<file path="src/rtl/mux_rr_sched_if.sv">
`default_nettype none
// ============================================================================
// mux_rr_sched_if
// Four producer handshakes plus the single output handshake of mux_rr_sched.
// Revision: 1.0
// ============================================================================
interface mux_rr_sched_if;
  logic       a_valid;
  logic       a_ready;
  logic [3:0] a_data;
  logic       b_valid;
  logic       b_ready;
  logic [5:0] b_data;
  logic       c_valid;
  logic       c_ready;
  logic [6:0] c_data;
  logic       d_valid;
  logic       d_ready;
  logic [7:0] d_data;
  logic       o_valid;
  logic [7:0] o_data;
  logic [1:0] o_src;
  logic       o_ready;

  // Environment side: producers and the downstream consumer
  modport master (
    output a_valid, a_data, b_valid, b_data, c_valid, c_data, d_valid, d_data, o_ready,
    input  a_ready, b_ready, c_ready, d_ready, o_valid, o_data, o_src
  );

  // Scheduler side
  modport slave (
    input  a_valid, a_data, b_valid, b_data, c_valid, c_data, d_valid, d_data, o_ready,
    output a_ready, b_ready, c_ready, d_ready, o_valid, o_data, o_src
  );
endinterface
`default_nettype wire

</file>
<file path="src/rtl/mux_rr_sched.sv">
`default_nettype none
// ============================================================================
// mux_rr_sched
// Round-robin scheduler of four narrow sources into one registered 8-bit stage.
// Revision: 1.0
// ============================================================================
module mux_rr_sched #(
  parameter int HOLD_MAX = 1
) (
  input  logic                 clk,
  input  logic                 rst_n,
  mux_rr_sched_if.slave        bus
);
  typedef enum logic [0:0] {
    ST_EMPTY = 1'b0,
    ST_FULL  = 1'b1
  } state_t;

  localparam logic [3:0] C_HOLD_MAX = 4'(HOLD_MAX);

  state_t     r_state, w_state_nxt;
  logic [7:0] r_data,  w_data_nxt;
  logic [1:0] r_src,   w_src_nxt;
  logic [1:0] r_last,  w_last_nxt;
  logic [3:0] r_hold,  w_hold_nxt;

  logic [3:0] w_valid;
  logic [3:0] w_ready;
  logic [1:0] w_win;
  logic [1:0] w_idx;
  logic       w_found;
  logic       w_any;
  logic       w_can_load;
  logic       w_grant;

  // Arbitration: sticky winner while under the hold limit, else rotating scan
  always_comb begin
    w_valid = {bus.d_valid, bus.c_valid, bus.b_valid, bus.a_valid};
    w_any   = |w_valid;
    w_win   = r_last;
    w_idx   = 2'd0;
    w_found = 1'b0;
    if (!(w_valid[r_last] && (r_hold < C_HOLD_MAX))) begin
      for (int i = 1; i <= 4; i++) begin
        w_idx = r_last + 2'(i);
        if (!w_found && w_valid[w_idx]) begin
          w_win   = w_idx;
          w_found = 1'b1;
        end
      end
    end
    w_can_load = (r_state == ST_EMPTY) | bus.o_ready;
    // rst_n gating keeps every ready low while reset is held
    w_grant    = rst_n & w_can_load & w_any;
    w_ready    = w_grant ? (4'b0001 << w_win) : 4'b0000;
  end

  always_comb begin
    w_state_nxt = r_state;
    w_data_nxt  = r_data;
    w_src_nxt   = r_src;
    w_last_nxt  = r_last;
    w_hold_nxt  = r_hold;
    if (w_grant) begin
      w_state_nxt = ST_FULL;
      w_src_nxt   = w_win;
      case (w_win)
        2'd0:    w_data_nxt = {4'b0000, bus.a_data};
        2'd1:    w_data_nxt = {2'b00, bus.b_data};
        2'd2:    w_data_nxt = {1'b0, bus.c_data};
        default: w_data_nxt = bus.d_data;
      endcase
      if (w_win == r_last) begin
        w_hold_nxt = (r_hold == 4'hF) ? r_hold : r_hold + 4'd1;
      end else begin
        w_last_nxt = w_win;
        w_hold_nxt = 4'd1;
      end
    end else if ((r_state == ST_FULL) && bus.o_ready) begin
      w_state_nxt = ST_EMPTY;
    end
  end

  always_ff @(posedge clk or negedge rst_n) begin
    if (!rst_n) begin
      r_state <= ST_EMPTY;
      r_data  <= 8'h00;
      r_src   <= 2'd0;
      r_last  <= 2'd3;
      r_hold  <= 4'd0;
    end else begin
      r_state <= w_state_nxt;
      r_data  <= w_data_nxt;
      r_src   <= w_src_nxt;
      r_last  <= w_last_nxt;
      r_hold  <= w_hold_nxt;
    end
  end

  assign bus.a_ready = w_ready[0];
  assign bus.b_ready = w_ready[1];
  assign bus.c_ready = w_ready[2];
  assign bus.d_ready = w_ready[3];
  assign bus.o_valid = (r_state == ST_FULL);
  assign bus.o_data  = r_data;
  assign bus.o_src   = r_src;
endmodule
`default_nettype wire

</file>
<file path="src/flat_wrapper.sv">
// flat-port wrapper written by rule: the top's interface ports become plain ports
module mux_rr_sched_flat 
#(
  parameter int HOLD_MAX = 1
)
  (clk, rst_n, bus_a_valid, bus_a_data, bus_b_valid, bus_b_data, bus_c_valid, bus_c_data, bus_d_valid, bus_d_data, bus_o_ready, bus_a_ready, bus_b_ready, bus_c_ready, bus_d_ready, bus_o_valid, bus_o_data, bus_o_src);
  mux_rr_sched_if bus_i ();
  input  logic clk;
  input  logic rst_n;
  input wire logic [$bits(bus_i.a_valid)-1:0] bus_a_valid;
  input wire logic [$bits(bus_i.a_data)-1:0] bus_a_data;
  input wire logic [$bits(bus_i.b_valid)-1:0] bus_b_valid;
  input wire logic [$bits(bus_i.b_data)-1:0] bus_b_data;
  input wire logic [$bits(bus_i.c_valid)-1:0] bus_c_valid;
  input wire logic [$bits(bus_i.c_data)-1:0] bus_c_data;
  input wire logic [$bits(bus_i.d_valid)-1:0] bus_d_valid;
  input wire logic [$bits(bus_i.d_data)-1:0] bus_d_data;
  input wire logic [$bits(bus_i.o_ready)-1:0] bus_o_ready;
  output wire logic [$bits(bus_i.a_ready)-1:0] bus_a_ready;
  output wire logic [$bits(bus_i.b_ready)-1:0] bus_b_ready;
  output wire logic [$bits(bus_i.c_ready)-1:0] bus_c_ready;
  output wire logic [$bits(bus_i.d_ready)-1:0] bus_d_ready;
  output wire logic [$bits(bus_i.o_valid)-1:0] bus_o_valid;
  output wire logic [$bits(bus_i.o_data)-1:0] bus_o_data;
  output wire logic [$bits(bus_i.o_src)-1:0] bus_o_src;
  assign bus_i.a_valid = bus_a_valid;
  assign bus_i.a_data = bus_a_data;
  assign bus_i.b_valid = bus_b_valid;
  assign bus_i.b_data = bus_b_data;
  assign bus_i.c_valid = bus_c_valid;
  assign bus_i.c_data = bus_c_data;
  assign bus_i.d_valid = bus_d_valid;
  assign bus_i.d_data = bus_d_data;
  assign bus_i.o_ready = bus_o_ready;
  assign bus_a_ready = bus_i.a_ready;
  assign bus_b_ready = bus_i.b_ready;
  assign bus_c_ready = bus_i.c_ready;
  assign bus_d_ready = bus_i.d_ready;
  assign bus_o_valid = bus_i.o_valid;
  assign bus_o_data = bus_i.o_data;
  assign bus_o_src = bus_i.o_src;
  mux_rr_sched #(.HOLD_MAX(HOLD_MAX)) u_core (.clk(clk), .rst_n(rst_n), .bus(bus_i));
endmodule
</file>
<file path="config.mk">
export PLATFORM = sky130hd
export DESIGN_NAME = mux_rr_sched_flat
export DESIGN_NICKNAME = d
export VERILOG_FILES = /design/src/rtl/mux_rr_sched_if.sv /design/src/rtl/mux_rr_sched.sv /design/src/flat_wrapper.sv
export SDC_FILE = /design/constraint.sdc
export NUM_CORES = 1
export LEC_CHECK = 0
export ABC_AREA = 1
export CORE_AREA = 10 10 53 87
export DETAILED_ROUTE_END_ITERATION = 6
export DIE_AREA = 0 0 63 97
export PLACE_DENSITY = 0.79
export RECOVER_POWER = 25
export REMOVE_ABC_BUFFERS = 1
export SLEW_MARGIN = 5
export SYNTH_ARGS = -nofsm -noshare
export SYNTH_HDL_FRONTEND = slang
export SYNTH_SLANG_ARGS = --single-unit
</file>
<file path="constraint.sdc">
create_clock -name clk -period 2.6 [get_ports clk]
set_clock_uncertainty 0.15 [all_clocks]
set_input_delay 0.39 -clock clk [delete_from_list [all_inputs] [get_ports clk]]
set_output_delay 0.39 -clock clk [all_outputs]
set_load 0.02 [all_outputs]
</file>
==> impl_results.md, run 1 <==
* Utilization after layout at 0.7487
* Max FO, Critical Path at 5
* Synth Warn # at 0
* Number of DRC markers after the initial detailed-route iteration at 45
* DRC viols at 0
* Crit Reg-Reg Startpoint: u_core.r_last[0]$_DFFE_PN1P_
* Startpoint Class: flip-flop
* Buffers added on ports at 46
* GRT Overall Usage at 0.1527
* Post-detailed-placement half-perimeter wirelength at 3.534 mm
* Required arrival time at the worst endpoint at 2.06 ns
* Reg2reg end: u_core.bus.o_data[3]$_DFFE_PN0P_
* IO Pins at 47
* Combinational fraction of design power at 0.819
* Signal arrival time at the worst endpoint at 2.19 ns
* Max_slew headroom at 0.3698
* Final-stage net count at 339
* Result of the run: finished with violations
* Antenna diode instance count at 0
* Setup TNS Final at -0.4049 ns
* Synthesized area per cell at 6.517 um^2
* Cells after synthesis at 216
* Net switching fraction of the power at 0.5090
* Number of endpoints failing setup at the final stage at 4
* Initial core utilization at 0.4480
* Count of cell types in the netlist at 28
* Maximum number of pins on one net before global-route repair at 18
* Total congestion overflow after global routing at 0
* First-pass detailed-route iteration total at 4
* Sinks on the clock net at 17
* Die Span X at 63 um
* Worst setup slack for register-to-register paths at 0.17 ns
* Number of global-route vias before repair at 1797
* Net switching power figure at approximately 0.0018 W
* Routability congestion estimate at roughly 0.88
* Count of cells along the worst register-to-register path at 16
* Class of the worst hold path: reg -> reg
* Proportion of synthesized flip-flops having asynchronous set or reset at 1.000
* Proportion of power drawn by the clock network at 0.055
* Max Cap Viol at 0
* Hold Startpoint: u_core.bus.o_data[2]$_DFFE_PN0P_
* Number of hold buffers added after CTS at 0
* Post-route ant nets at 0
* Measured slew at the worst slew-check pin at roughly 0.95 ns
* Destination of the worst hold path: u_core.bus.o_data[2]$_DFFE_PN0P_
* Floorplan die area at a little over 6000 um^2
* Worst Setup Path Type: reg -> out
* Hold depth at 2
* Critical path endpoint category: primary output
* Maximum root-to-sink buffer count at 2
* Number of rows in the core area at 27
* Via count normalized by instance count at approximately 4.9
* Synth Cell Area at approximately 1400 um^2
* Total number of vias at 1706
* Clock slew seen by the registers of the worst setup and hold paths at 0.06 ns
* Final Slew Violations at 0
* Layout cells sized above 1 at 0.3158
* Final WS setup at -0.1299 ns
* Internal Pwr Total at 0.001763 W
* Clock buffer count from CTS at 3
* Wire length after detailed routing at approximately 4.7 mm
* Number of antenna violations at the first check in global routing at 0
* Overall die height at 97 um
* Insertion delay of the later-clocked pin in the worst-skew pair at 0.25 ns
* Clock tree from TritonCTS: done
* Static leakage power at ~1.3 nW
* Synth Register Bits at 17
* Primary flip-flop cell chosen by synthesis mapping: sky130_fd_sc_hd__dfrtp_1
* Final worst path period share at 1.050
* Number of enable-type register cells in the synthesized netlist at 0
* Crit path time final at 2.730 ns
* Top cells by area in the synthesized netlist: sky130_fd_sc_hd__dfrtp_1 (27%), sky130_fd_sc_hd__nand2_1 (23%), sky130_fd_sc_hd__nand3_1 (9.6%)
* Post-layout instance count excluding filler cells at 347
* Final count of hold timing violations at 0
* Sequential fraction of design power at 0.126
* Cell total after placement at 330
* Core region area at 3142 um^2
* Area leader, netlist: sky130_fd_sc_hd__dfrtp_1
* Wire length of the first global-routing pass at 7.824 mm
* H-tree levels at 1
* RSZ-0062 raised after global routing: true
* Maximum clock frequency at about 370 MHz
* CTS Root Buffer Type: sky130_fd_sc_hd__clkbuf_8
* Cell area after placement at 2105 um^2
* Avg WL per Cell at ~14 um
* Sequential-to-total area share from yosys stat at 0.3040
* Highest ir drop seen on vdd at 930.7 uV
* Pwr Density at 1527 nW/um^2
* Proportion of netlist area held by the largest area contributor at 0.2667
* Area growth from synthesis to layout at 67.11%
* Post-route cell area at around 2400 um^2
* Violated checks: negative setup slack
[flip-flops by register name, indices dropped and copies added (netlist names)]
register            flops
u_core.bus.o_src        2
u_core.bus.o_data       8
u_core.r_hold           4
u_core.r_last           2
u_core.bus.o_valid      1
[critical path: stages (launching register included)]
cell                      delay [ns]
sky130_fd_sc_hd__dfstp_2        0.60
sky130_fd_sc_hd__buf_4          0.14
sky130_fd_sc_hd__buf_4          0.10
sky130_fd_sc_hd__nand2_1        0.06
sky130_fd_sc_hd__nand3_2        0.09
sky130_fd_sc_hd__nand2_4        0.07
sky130_fd_sc_hd__nor2_8         0.13
sky130_fd_sc_hd__nand2_4        0.08
sky130_fd_sc_hd__inv_2          0.07
sky130_fd_sc_hd__nand2_2        0.08
sky130_fd_sc_hd__nand3_4        0.08
sky130_fd_sc_hd__nand2_4        0.09
sky130_fd_sc_hd__nor3_4         0.19
sky130_fd_sc_hd__buf_6          0.14
[power groups by stage]
stage          Combinational [W]  Sequential, W  Clock, W
5_1_grt                  0.00321       0.000465  0.000211
3_3_place_gp             0.00233       0.000462         0
4_1_cts                  0.00270       0.000458  0.000202
2_1_floorplan            0.00133       0.000557         0
6_report                 0.00294       0.000451  0.000197
3_5_place_dp             0.00236       0.000464         0
[cells in the final DEF, fill, tap and decap left out, types with 3 or more instances in the layout]
cell type and count:
sky130_fd_sc_hd__clkbuf_8 3, sky130_fd_sc_hd__o21ai_0 4, sky130_fd_sc_hd__clkdlybuf4s50_1 41, sky130_fd_sc_hd__o21ai_2 3, sky130_fd_sc_hd__nand2_4 8, sky130_fd_sc_hd__inv_1 20
sky130_fd_sc_hd__nand2_2 17, sky130_fd_sc_hd__dfrtp_1 15, sky130_fd_sc_hd__nand3_1 24, sky130_fd_sc_hd__inv_2 3, sky130_fd_sc_hd__nand3_2 3, sky130_fd_sc_hd__o21ai_1 6
sky130_fd_sc_hd__nand2_1 79, sky130_fd_sc_hd__nand4_1 5, sky130_fd_sc_hd__nor2_1 5, sky130_fd_sc_hd__buf_4 43, sky130_fd_sc_hd__buf_6 5
[cell families (layout without fill, tap and decap cells)]
logic type,after synthesis,in the layout,share of synthesized area
AND/OR/NAND/NOR,150,150,0.5085
buffers and inverters,31,119,0.1067
flip-flops,17,17,0.3040
AO/OA/AOI/OAI,15,15,0.05689
adder cells (fa/ha/maj),2,2,0.01777
XOR/XNOR,1,1,0.006223
[synthesized netlist by cell type (2+ instances only)]
library cell,number
sky130_fd_sc_hd__buf_6,4
sky130_fd_sc_hd__dfrtp_1,15
sky130_fd_sc_hd__dfstp_2,2
sky130_fd_sc_hd__ha_1,2
sky130_fd_sc_hd__inv_1,21
sky130_fd_sc_hd__inv_2,2
sky130_fd_sc_hd__nand2_1,87
sky130_fd_sc_hd__nand2_2,13
sky130_fd_sc_hd__nand2_4,4
sky130_fd_sc_hd__nand3_1,27
sky130_fd_sc_hd__nand4_1,5
sky130_fd_sc_hd__nor2_1,7
sky130_fd_sc_hd__nor3_1,2
sky130_fd_sc_hd__o21ai_0,6
sky130_fd_sc_hd__o21ai_1,6
[cell type report]
type / count / area (um^2)
Sequential cell: 17 / 427.9
Clock inverter: 1 / 5.005
Timing Repair Buffer: 91 / 803.3
Tap cell: 43 / 53.80
Multi-Input combinational cell: 168 / 925.9
Fill cell: 240 / 789.5
Inverter: 24 / 95.09
Clock buffer: 3 / 41.29
[stage by stage]
stage / hold WS [ns] / power, W / setup slack [ns]
finish: 0.3298 / 0.003591 / -0.1299
global route: 0.3556 / 0.003883 / -0.2166
CTS: 0.3316 / 0.003359 / -0.05891
detailed placement: 0.3140 / 0.002820 / -0.5327
global placement: 0.3118 / 0.002790 / -0.4747
floorplan: -0.05559 / 0.001889 / 0.03230
[worst max path at each step]
stage	to	slack, ns	startpoint	cells after the start
after floorplan	bus_a_ready	0.03	u_core.r_last[1]$_DFFE_PN1P_	12
after global placement	bus_a_ready	-0.47	bus_c_valid	14
after detailed placement	bus_b_ready	-0.53	bus_d_valid	12
after CTS	bus_c_ready	-0.06	u_core.r_last[0]$_DFFE_PN1P_	13
after global routing	bus_a_ready	-0.22	u_core.r_last[0]$_DFFE_PN1P_	13
final	bus_a_ready	-0.13	u_core.r_last[0]$_DFFE_PN1P_	13
[what timing repair did]
item,CTS,global route
endpoints found under the setup margin,4,11
pin swaps,10,4
setup buffers,10,6
gates resized for setup,37,17
[routing by layer]
| metal | part of all wire | vias up | wire length [um] | global-route usage |
|---|---|---|---|---|
| met5 | 0 | - | 0 | 0 |
| met1 | 0.34 | 782 | 1606 | 0.1306 |
| met2 | 0.59 | 46 | 2783 | 0.3099 |
| met3 | 0.045 | 11 | 214 | 0.03456 |
| li1 | - | 867 | - | - |
| met4 | 0.025 | 0 | 118 | 0.06873 |
Note: power is estimated with default switching activity, not from simulation.
==> inputs of run 2 (changes only) <==
Settings changed: CORE_AREA 10 10 53 87 to 10 10 62 74, DIE_AREA 0 0 63 97 to 0 0 72 84.
==> impl_results.md, run 2 (synthesis gave the netlist of run 1 again) <==
* Static leakage power at 1.207 nW (-3.6%)
* Antenna diode instance count at 0 (unchanged)
* Area growth from synthesis to layout at 59.38%
* Startpoint Class: flip-flop
* Insertion delay of the later-clocked pin in the worst-skew pair at 0.26 ns (about the same)
* Final count of hold timing violations at 0 (unchanged)
* Max_slew headroom at 0.3740 (+0.004248)
* Routability congestion estimate at 0.8816 (about the same)
* Wire length of the first global-routing pass at 7.348 mm (-6.1%)
* Worst Setup Path Type: reg -> out
* Avg WL per Cell at 12.70 um (-6.6%)
* Largest register FFs at 8 (unchanged)
* Final WS setup at -0.03870 ns (+0.09120 ns)
* Class of the worst hold path: reg -> reg
* Layout cells sized above 1 at 0.2833 (-0.03246)
* Final-stage net count at 335 (-1.2%)
* Final worst path period share at 1.015 (-0.03508)
* Required arrival time at the worst endpoint at 2.06 ns (about the same)
* CTS Root Buffer Type: sky130_fd_sc_hd__clkbuf_8
* Number of hold buffers added after CTS at 0 (unchanged)
* Critical path endpoint category: primary output
* IO Pins at 47 (unchanged)
* Crit path time final at 2.639 ns (-0.09120 ns)
* Via count normalized by instance count at 4.861 (-1.1%)
* Overall die height at 84 um (-13%)
* Clock buffer count from CTS at 3 (unchanged)
* Number of rows in the core area at 23 (-15%)
* Signal arrival time at the worst endpoint at 2.10 ns (-0.09 ns)
* Post-detailed-placement half-perimeter wirelength at 3.533 mm (about the same)
* Core region area at 3223 um^2 (+2.6%)
* Number of endpoints failing setup at the final stage at 4 (unchanged)
* Max Cap Viol at 0 (unchanged)
* GRT Overall Usage at 0.1442 (-0.008515)
* Dpl ws at -0.4880 ns (+0.04476 ns)
* Most common cell after layout, fill and taps aside: sky130_fd_sc_hd__nand2_1
* Max FO, Critical Path at 7 (+2)
* Highest ir drop seen on vdd at 1042 uV (+12%)
* Wire length after detailed routing at 4.281 mm (-9.3%)
* Maximum root-to-sink buffer count at 2 (unchanged)
* Maximum clock frequency at 379.0 MHz (+3.5%)
* Result of the run: finished with violations
* Clock tree from TritonCTS: done
* RSZ-0062 raised after global routing: true
* Maximum number of pins on one net before global-route repair at 18 (unchanged)
* Initial core utilization at 0.4367 (-0.01131)
* Clock slew seen by the registers of the worst setup and hold paths at 0.07 ns (about the same)
* First-pass detailed-route iteration total at 4 (unchanged)
* Number of antenna violations at the first check in global routing at 0 (unchanged)
* Final Slew Violations at 0 (unchanged)
* DRC viols at 0 (unchanged)
* Floorplan die area at 6048 um^2 (-1.0%)
* Total number of vias at 1638 (-4.0%)
* Pwr Density at 1450 nW/um^2 (-5.0%)
* Post-route ant nets at 0 (unchanged)
* Setup TNS Final at -0.08751 ns (+0.3174 ns)
* Violated checks: negative setup slack
* Buffers added on ports at 46 (unchanged)
* Die Span X at 72 um (+14%)
* H-tree levels at 1 (unchanged)
* Most frequent cells in the layout: sky130_fd_sc_hd__nand2_1 (82), sky130_fd_sc_hd__buf_4 (43), sky130_fd_sc_hd__clkdlybuf4s50_1 (41)
* Number of global-route vias before repair at 1732 (-3.6%)
* Total congestion overflow after global routing at 0 (unchanged)
* Sinks on the clock net at 17 (unchanged)
* Number of DRC markers after the initial detailed-route iteration at 46 (+2.2%)
* Measured slew at the worst slew-check pin at 0.9390 ns (-0.006373 ns)
==> run 2: metal layers <==
layer  wire (um)  GRT usage  vias up  share of wire
met4          54    0.04409        0          0.013
met5           0          0        -              0
li1            -          -      846              -
met3         336    0.06071        7          0.078
met1        1685     0.1427      746           0.39
met2        2204     0.2605       39           0.51
==> run 2: through the flow <==
step           utilization  instance area (um^2)  power, W  hold WS, ns  instances
2_1_floorplan            -                  1350  0.001889     -0.05559        209
3_3_place_gp        0.6599                  2127  0.002811       0.3136        328
3_5_place_dp        0.6599                  2127  0.002850       0.3180        328
4_1_cts             0.6925                  2232  0.003213       0.3392        337
5_1_grt             0.6960                  2243  0.003559       0.3560        337
6_report            0.6960                  2243  0.003253       0.3327        337
==> run 2: area by class of cell <==
class	count	area [um^2]
Timing Repair Buffer	87	758.2
Clock buffer	4	45.04
Multi-Input combinational cell	168	873.3
Fill cell	274	979.7
Tap cell	37	46.29
Sequential cell	17	427.9
Inverter	24	92.59
==> run 2: worst max-delay path: stages (launching register included) <==
cell and delay, ns:
sky130_fd_sc_hd__dfstp_2 0.62, sky130_fd_sc_hd__buf_4 0.14, sky130_fd_sc_hd__nand2_1 0.05, sky130_fd_sc_hd__nand2_2 0.09, sky130_fd_sc_hd__nand2_2 0.08, sky130_fd_sc_hd__nand2_4 0.11, sky130_fd_sc_hd__nor2_8 0.04, sky130_fd_sc_hd__nand2_4 0.07
sky130_fd_sc_hd__nand2_1 0.07, sky130_fd_sc_hd__nand2_1 0.07, sky130_fd_sc_hd__nand2_2 0.06, sky130_fd_sc_hd__nand2_4 0.09, sky130_fd_sc_hd__nand2_1 0.07, sky130_fd_sc_hd__nor2_1 0.11, sky130_fd_sc_hd__buf_4 0.15
==> run 2: report_power, final <==
group	leakage, nW	internal (W)	switching [W]
clock network	0.0228	0.000109	0.0000954
logic	0.972	0.00113	0.00146
registers	0.212	0.000384	0.0000741
==> run 2: repair_timing <==
action,CTS,global route
endpoints found under the setup margin,4,10
gates resized for setup,30,6
pin swaps,6,1
buffers inserted,5,1
==> run 2: final timing paths <==
| check | endpoint | startpoint | slack, ns | cells after the start |
|---|---|---|---|---|
| max | bus_b_ready | u_core.r_last[0]$_DFFE_PN1P_ | -0.04 | 14 |
| min | u_core.bus.o_data[2]$_DFFE_PN0P_ | u_core.bus.o_data[2]$_DFFE_PN0P_ | 0.33 | 2 |
| max reg2reg | u_core.bus.o_data[4]$_DFFE_PN0P_ | u_core.r_last[0]$_DFFE_PN1P_ | 0.24 | 18 |
| min reg2reg | u_core.bus.o_data[2]$_DFFE_PN0P_ | u_core.bus.o_data[2]$_DFFE_PN0P_ | 0.33 | 2 |
| max in group asynchronous | u_core.bus.o_src[0]$_DFFE_PN0P_ | rst_n | 0.99 | 2 |
| min in group asynchronous | u_core.bus.o_data[3]$_DFFE_PN0P_ | rst_n | 0.74 | 2 |
